**config.mk**
```make
export PLATFORM = sky130hd
export DESIGN_NAME = seq_bin2bcd
export DESIGN_NICKNAME = d
export VERILOG_FILES = /design/src/rtl/seq_bin2bcd.sv
export SDC_FILE = /design/constraint.sdc
export NUM_CORES = 1
export LEC_CHECK = 0
export ABC_AREA = 1
export ABC_CLOCK_PERIOD_IN_PS = 2650
export CAP_MARGIN = 0
export CORE_MARGIN = 2
export CORE_UTILIZATION = 50
export CTS_BUF_LIST = sky130_fd_sc_hd__clkbuf_4 sky130_fd_sc_hd__clkbuf_8 sky130_fd_sc_hd__clkbuf_16
export DETAILED_ROUTE_END_ITERATION = 12
export GPL_ROUTABILITY_DRIVEN = 0
export PLACE_DENSITY = 0.77
export SYNTH_ARGS = -nofsm -noshare
export SYNTH_HDL_FRONTEND = slang
export SYNTH_SLANG_ARGS = --single-unit
```
**constraint.sdc**
```tcl
create_clock -name clk -period 2.65 [get_ports clk]
set_input_delay 0.265 -clock clk [delete_from_list [all_inputs] [get_ports clk]]
set_output_delay 0.265 -clock clk [all_outputs]
set_load 0.01 [all_outputs]
```
**src/rtl/seq_bin2bcd.sv**
```systemverilog
// Iterative double-dabble binary-to-BCD converter: one input bit per clock,
// start/busy/done handshake, saturates to all nines when the value cannot be shown.
module seq_bin2bcd #(
    parameter int BIN_W  = 27,
    parameter int DIGITS = 8
) (
    input  logic                  clk,
    input  logic                  rst,
    input  logic                  start,
    input  logic [BIN_W-1:0]      bin,
    output logic                  busy,
    output logic                  done,
    output logic [4*DIGITS-1:0]   bcd,
    output logic                  ovf
);

    localparam int BCD_W = 4 * DIGITS;
    // Wide enough for both the input and 10^DIGITS, so the overflow compare never truncates.
    localparam int CMP_W = ((BIN_W > BCD_W + 1) ? BIN_W : BCD_W + 1) + 1;
    localparam int CNT_W = (BIN_W > 1) ? $clog2(BIN_W) : 1;

    function automatic logic [CMP_W-1:0] pow10(input int n);
        logic [CMP_W-1:0] r;
        r = CMP_W'(1);
        for (int i = 0; i < n; i++) begin
            r = (r << 3) + (r << 1);
        end
        return r;
    endfunction

    localparam logic [CMP_W-1:0] LIMIT = pow10(DIGITS);

    // Add 3 to every nibble that is 5 or more; each nibble is adjusted on its own.
    function automatic logic [BCD_W-1:0] add3_all(input logic [BCD_W-1:0] s);
        logic [BCD_W-1:0] r;
        logic [3:0]       nib;
        r = s;
        for (int d = 0; d < DIGITS; d++) begin
            nib = s[4*d +: 4];
            if (nib >= 4'd5) begin
                nib = nib + 4'd3;
            end
            r[4*d +: 4] = nib;
        end
        return r;
    endfunction

    function automatic logic [BCD_W-1:0] saturate(input logic [BCD_W-1:0] s, input logic sat);
        return sat ? {DIGITS{4'h9}} : s;
    endfunction

    typedef enum logic [1:0] {IDLE, SHIFT, LOAD} state_t;

    state_t           state;
    state_t           state_nxt;
    logic             accept;
    logic             shift_en;
    logic             load_en;

    logic [BIN_W-1:0] shreg;
    logic [BCD_W-1:0] scratch;
    logic             sat;
    logic [CNT_W-1:0] cnt;

    logic [BCD_W+BIN_W-1:0] step_cat;
    logic                   sat_in;

    always_ff @(posedge clk or posedge rst) begin
        if (rst) begin
            state <= IDLE;
        end else begin
            state <= state_nxt;
        end
    end

    always_comb begin
        state_nxt = state;
        case (state)
            IDLE:    if (start) state_nxt = SHIFT;
            SHIFT:   if (cnt == '0) state_nxt = LOAD;
            LOAD:    state_nxt = IDLE;
            default: state_nxt = IDLE;
        endcase
    end

    always_comb begin
        busy     = (state != IDLE);
        accept   = (state == IDLE) && start;
        shift_en = (state == SHIFT);
        load_en  = (state == LOAD);
    end

    always_comb begin
        step_cat = {add3_all(scratch), shreg} << 1;
        sat_in   = (CMP_W'(bin) >= LIMIT);
    end

    // Datapath: shift register, scratch digits, bit counter and the held result.
    always_ff @(posedge clk or posedge rst) begin
        if (rst) begin
            shreg   <= '0;
            scratch <= '0;
            sat     <= 1'b0;
            cnt     <= '0;
            bcd     <= '0;
            ovf     <= 1'b0;
            done    <= 1'b0;
        end else begin
            done <= load_en;
            if (accept) begin
                shreg   <= bin;
                scratch <= '0;
                sat     <= sat_in;
                cnt     <= CNT_W'(BIN_W - 1);
            end else if (shift_en) begin
                scratch <= step_cat[BCD_W+BIN_W-1 -: BCD_W];
                shreg   <= step_cat[BIN_W-1:0];
                cnt     <= cnt - 1'b1;
            end
            if (load_en) begin
                bcd <= saturate(scratch, sat);
                ovf <= sat;
            end
        end
    end

endmodule

```
## Word level (Yosys, flattened, before mapping)

Cells that the tools add are included.

| word-level totals | value |
|---|---|
| output and inout bits | 35 |
| register bits | 101 |
| input port bits | 30 |
| word-level logic and storage cells | 54 |

| operators by class | value |
|---|---|
| add/subtract/negate cells | 9 |
| equal/unequal tests | 4 |
| reductions and logical operators | 6 |
| mux-type cells | 18 |
| magnitude comparators | 9 |

Operators by type and width:

| kind | number |
|---|---|
| $mux W32 | 3 |
| $mux W27 | 2 |
| $ge A4 B3 Y1 const B | 8 |
| $add A4 B2 Y4 const B | 7 |
| $mux W4 | 7 |
| $ge A27 B27 Y1 const B | 1 |
| $mux W5 | 2 |
| $logic_not A5 Y1 | 1 |
| $sub A5 B1 Y5 const B | 1 |
| $mux W2 | 2 |
| $pmux W2 S2 | 1 |
| $reduce_bool A2 Y1 | 2 |
| $add A3 B2 Y3 const B | 1 |
| $mux W3 | 1 |
| $eq A2 B1 Y1 const B | 1 |
| $eq A2 B2 Y1 const B | 1 |
| $logic_not A2 Y1 | 1 |
| $ne A2 B1 Y1 const B | 1 |
| $ne A2 B2 Y1 const B | 1 |
| $reduce_and A2 Y1 | 1 |
| $logic_and A1 B1 Y1 | 1 |

## Longest topological paths before layout

| logic depth | value |
|---|---|
| depth after elaboration | 4 |
| mapped depth | 9 |
| mapped depth without buffers | 9 |

## Worst setup path after synthesis

OpenSTA, ideal clock, no wires.

| timing path | value |
|---|---|
| kind | reg-to-reg |
| from | register scratch[24] |
| to | register scratch[26] |
| cell stages (with the launch flop) | 9 |
| required time | 2.520 ns |
| library setup time | 0.130 ns |
| period minus slack after synthesis | 1.234 ns |
| path buffers | 0 |
| data arrival time | 1.104 ns |
| setup slack | 1.416 ns |
| path through | dfrtp_1 inv_1 ha_1 nor2_1 inv_1 nand3_1 nand2_1 o211ai_1 o21ai_0 |

| between the ends | value |
|---|---|
| cells in the longest elaborated chain, start to end | 4 |
| elaborated cells between the ends (all ways) | 5 |
| those cells by class | add/sub (1); order compare (1); mux (3) |

Ends and longest elaborated chain:

| item | line | RTL |
|---|---|---|
| start: declaration | 61 | `logic [BCD_W-1:0] scratch;` |
| start signal: assignment | 116 | `scratch <= step_cat[BCD_W+BIN_W-1 -: BCD_W];` |
| $add A4 B2 Y4 or $ge A4 B3 Y1 (tied branches) | 41, 40 |  |
| $mux W4 * | 40 | `if (nib >= 4'd5) begin` |
| $mux W32 * | 115 | `end else if (shift_en) begin` |
| $mux W32 * | 110 | `if (accept) begin` |

Every way passes the cells marked *; elsewhere a longest branch is shown, timed or not. The select of a mux whose other input is x is not followed.
A chain may end at the register's enable or synchronous reset.

## Final worst setup path

| timing path | value |
|---|---|
| from | register state[0] |
| to | output port busy |

| between the ends | value |
|---|---|
| cells in the longest elaborated chain, start to end | 1 |

Ends and longest elaborated chain:

| item | line | RTL |
|---|---|---|
| start: declaration | 54 | `state_t state;` |
| start signal: assignment | 72 | `state <= state_nxt;` |
| $reduce_bool A2 Y1 | 87 | `busy = (state != IDLE);` |
| end: declaration | 11 | `output logic busy,` |

No other way between the ends.

==> summary.txt <==
Critical path
  • Critical Path AT: between 1.5 and 2 ns
  • CP Capture Type: output port
  • Critical Path Max Stage Delay: between 0.4 and 0.5 ns
  • Crit path required time: around 2.4 ns
  • WS Path Type: flip-flop to output port
  • Slowest CP cell: clkdlybuf4s50_1
  • CP cell instances: nor2_1 -> inv_1 -> clkdlybuf4s50_1
  • Crit Path Max Fanout: 3
  • CP Launch Type: flip-flop

Flow run
  • Max Cap Viol: 0

Power
  • Lkg Pwr: between 2 and 3 nW
  • Overall Power: 6.10 mW
  • Clock power frac: 16.1%
  • Sw Share: about two fifths
  • Net Sw Power: between 2 and 3 mW
  • Int Pwr: 3.57 mW
  • Pwr Density: ~1100 nW/µm²
  • Peak supply drop: roughly 0.53 mV
  • Flop pwr share: 40.3%
  • Combinational Power Share: between 40 and 50%

Floorplan
  • Chip width: approximately 100 µm
  • # rows: 35
  • Die height: 102 µm
  • Core ar.: between 9000 and 10000 µm²
  • Die Area: 10300 µm²
  • Top-level I/O count: 65
  • Initial Util: around 50%

Synth
  • Syn Nets: 598
  • Synth warn: 0
  • Cell count after synthesis: around 550
  • Synthesized area: 4760 µm²
  • Avg Inst Size Synth: 8.64 µm²
  • Sequential fraction of the synthesis area: 53.1%
  • Library cells used by synthesis: 32
  • Post-synthesis register bit count: between 100 and 150

Clock tree
  • Setup bufs post-CTS: 0
  • Num CTS Buffers: 9
  • CTS tree: built
  • Root buf cell: clkbuf_8
  • Skew-Pair Late Insertion Delay: approximately 0.36 ns
  • Clock H-tree levels: 3
  • CTS Hold Bufs: 0
  • Reg clk slew, reported paths: ~0.10 ns
  • Clock Sinks: 101
  • CTS Buffer Depth: 2
  • CTS resizes: 0

Global routing
  • Gr ovfl total: 0
  • Gr usage total: 21.0%
  • Vias in the first global route: 3972
  • Largest net degree at the start of global routing: between 40 and 50
  • First-pass GRT wire length: between 15000 and 20000 µm
  • Initial antenna violation count: 0

Cells and area
  • # nets final: 662
  • Final cell count without fillers: about 750
  • Commonest non-fill, non-tap cell in the layout: nand2_1
  • Filler cells: 825
  • Multi-input gate area: between 1500 and 2000 µm²
  • Fin util: a little over 60%
  • Sequential Area: approximately 2500 µm²
  • Most frequent cells in the layout: nand2_1, dfrtp_1, clkdlybuf4s50_1, inv_1, o21ai_0
  • Share of cells above drive strength 1: between 7 and 8%
  • P&R area growth vs syn: 20.8%
  • Antenna cell count: 0

Run status
  • Status: finished clean

STA
  • Worst-margin pin slew: ~0.74 ns
  • Max-Slew Margin vs Limit: between 50% and 60%
  • Max Slew Vio Count: 0
  • Final cycle utilization of the critical path: approximately 69%
  • RSZ-0062 raised after global routing: no
  • Final setup vio count: 0
  • Final Hold Slack: 0.364 ns
  • Clock Skew: roughly 0.012 ns
  • Min Tclk post-route: roughly 1.8 ns
  • Hold Fails Final Rpt: 0
  • Fmax: 543 MHz
  • Setup tns final: 0 ns

Route
  • Total number of vias: roughly 4000
  • Via-to-Cell Ratio: 5.19
  • TritonRoute pass-1 iters: 4
  • WL final: 10100 µm
  • DRT antenna net count: 0
  • Post-route DRC: 0
  • DRT iter0 DRCs: 126
  • WL per Instance: 13.5 µm

Placed design
  • # port buffers: between 60 and 70
  • Hpwl dp: just over 7000 µm
  • Placed Instances: 733

Min path
  • Worst Hold Class: primary input to async pin
-- worst max-delay path: cells and delay by family (launching register included) --
family	cells	cell delay [ns]
buffers and inverters	2	0.56
AND/OR/NAND/NOR	1	0.23
flip-flops	1	0.43
-- state kept, by name (all words and copies together), names as in the netlist --
register,count
cnt,5
scratch,32
bcd,32
shreg,27
done,1
state,2
ovf,1
sat,1
-- final cells by class --
class / count / share of cell area (%)
inverter: 67 / 4.48
clock buffer: 10 / 2.39
tap: 129 / 2.81
clock inverter: 6 / 1.09
multi-input combinational: 365 / 32.8
sequential: 101 / 44.0
timing repair buffer: 71 / 12.5
-- power by group through the flow --
stage,clock [mW],sequential (mW),combinational [mW]
2_1_floorplan,0,2.41,1.98
3_3_place_gp,0,2.44,2.52
3_5_place_dp,0,2.47,2.66
4_1_cts,0.990,2.45,2.67
5_1_grt,1.05,2.52,3.08
6_report,0.978,2.46,2.66
-- synth_stat cells, drive strengths merged --
master / number / area, µm²
a21boi: 1 / 7.51
o22ai: 9 / 56.3
inv: 67 / 254
buf: 14 / 76.3
dfrtp: 101 / 2530
o32ai: 1 / 8.76
nor2: 43 / 185
nand2: 141 / 539
or2: 2 / 12.5
a22o: 1 / 8.76
clkbuf: 4 / 16.3
o221ai: 1 / 8.76
nand3: 38 / 190
xor2: 7 / 61.3
a22oi: 1 / 7.51
a21oi: 24 / 120
o211ai: 9 / 67.6
ha: 17 / 213
nor3: 2 / 15.0
o21ai: 63 / 353
a31oi: 1 / 6.26
nand4: 4 / 25.0
-- final timing paths --
check,from,to,slack (ns),depth (start not counted)
worst max-delay path,state[0],busy,0.81,3
worst min-delay path,rst,scratch[0],0.36,2
worst max register to register,state[0],shreg[4],0.81,5
worst min register to register,bcd[25],bcd[25],0.49,2
max in group asynchronous,rst,bcd[9],1.65,3
min in group clk,bin[5],shreg[5],0.47,3
-- per-layer routing --
layer / vias up / wire [µm] / GRT usage, %
met5: - / 0 / 0
met4: 0 / 171 / 9.67
met3: 16 / 499 / 3.38
met2: 100 / 4910 / 35.6
met1: 1867 / 4550 / 26.5
li1: 1906 / - / -
-- metrics by stage --
stage | cell area (µm²) | worst slack (ns)
floorplan | 4760 | 1.18
global placement | 5550 | 0.807
detailed placement | 5550 | 0.757
CTS | 5750 | 0.811
global route | 5750 | 0.638
finish | 5750 | 0.809
-- kinds of logic (layout without fill, tap and decap cells) --
family          after synthesis  count (layout)  share of synthesized area [%]
fa+ha+maj                    17              17                           4.47
simple gates                230             230                           20.3
buf+inv                      85             154                           7.28
flops                       101             101                           53.1
xor+xnor                      7               7                           1.29
compound gates              111             111                           13.5
No activity file was read; power rests on OpenSTA's default activity.
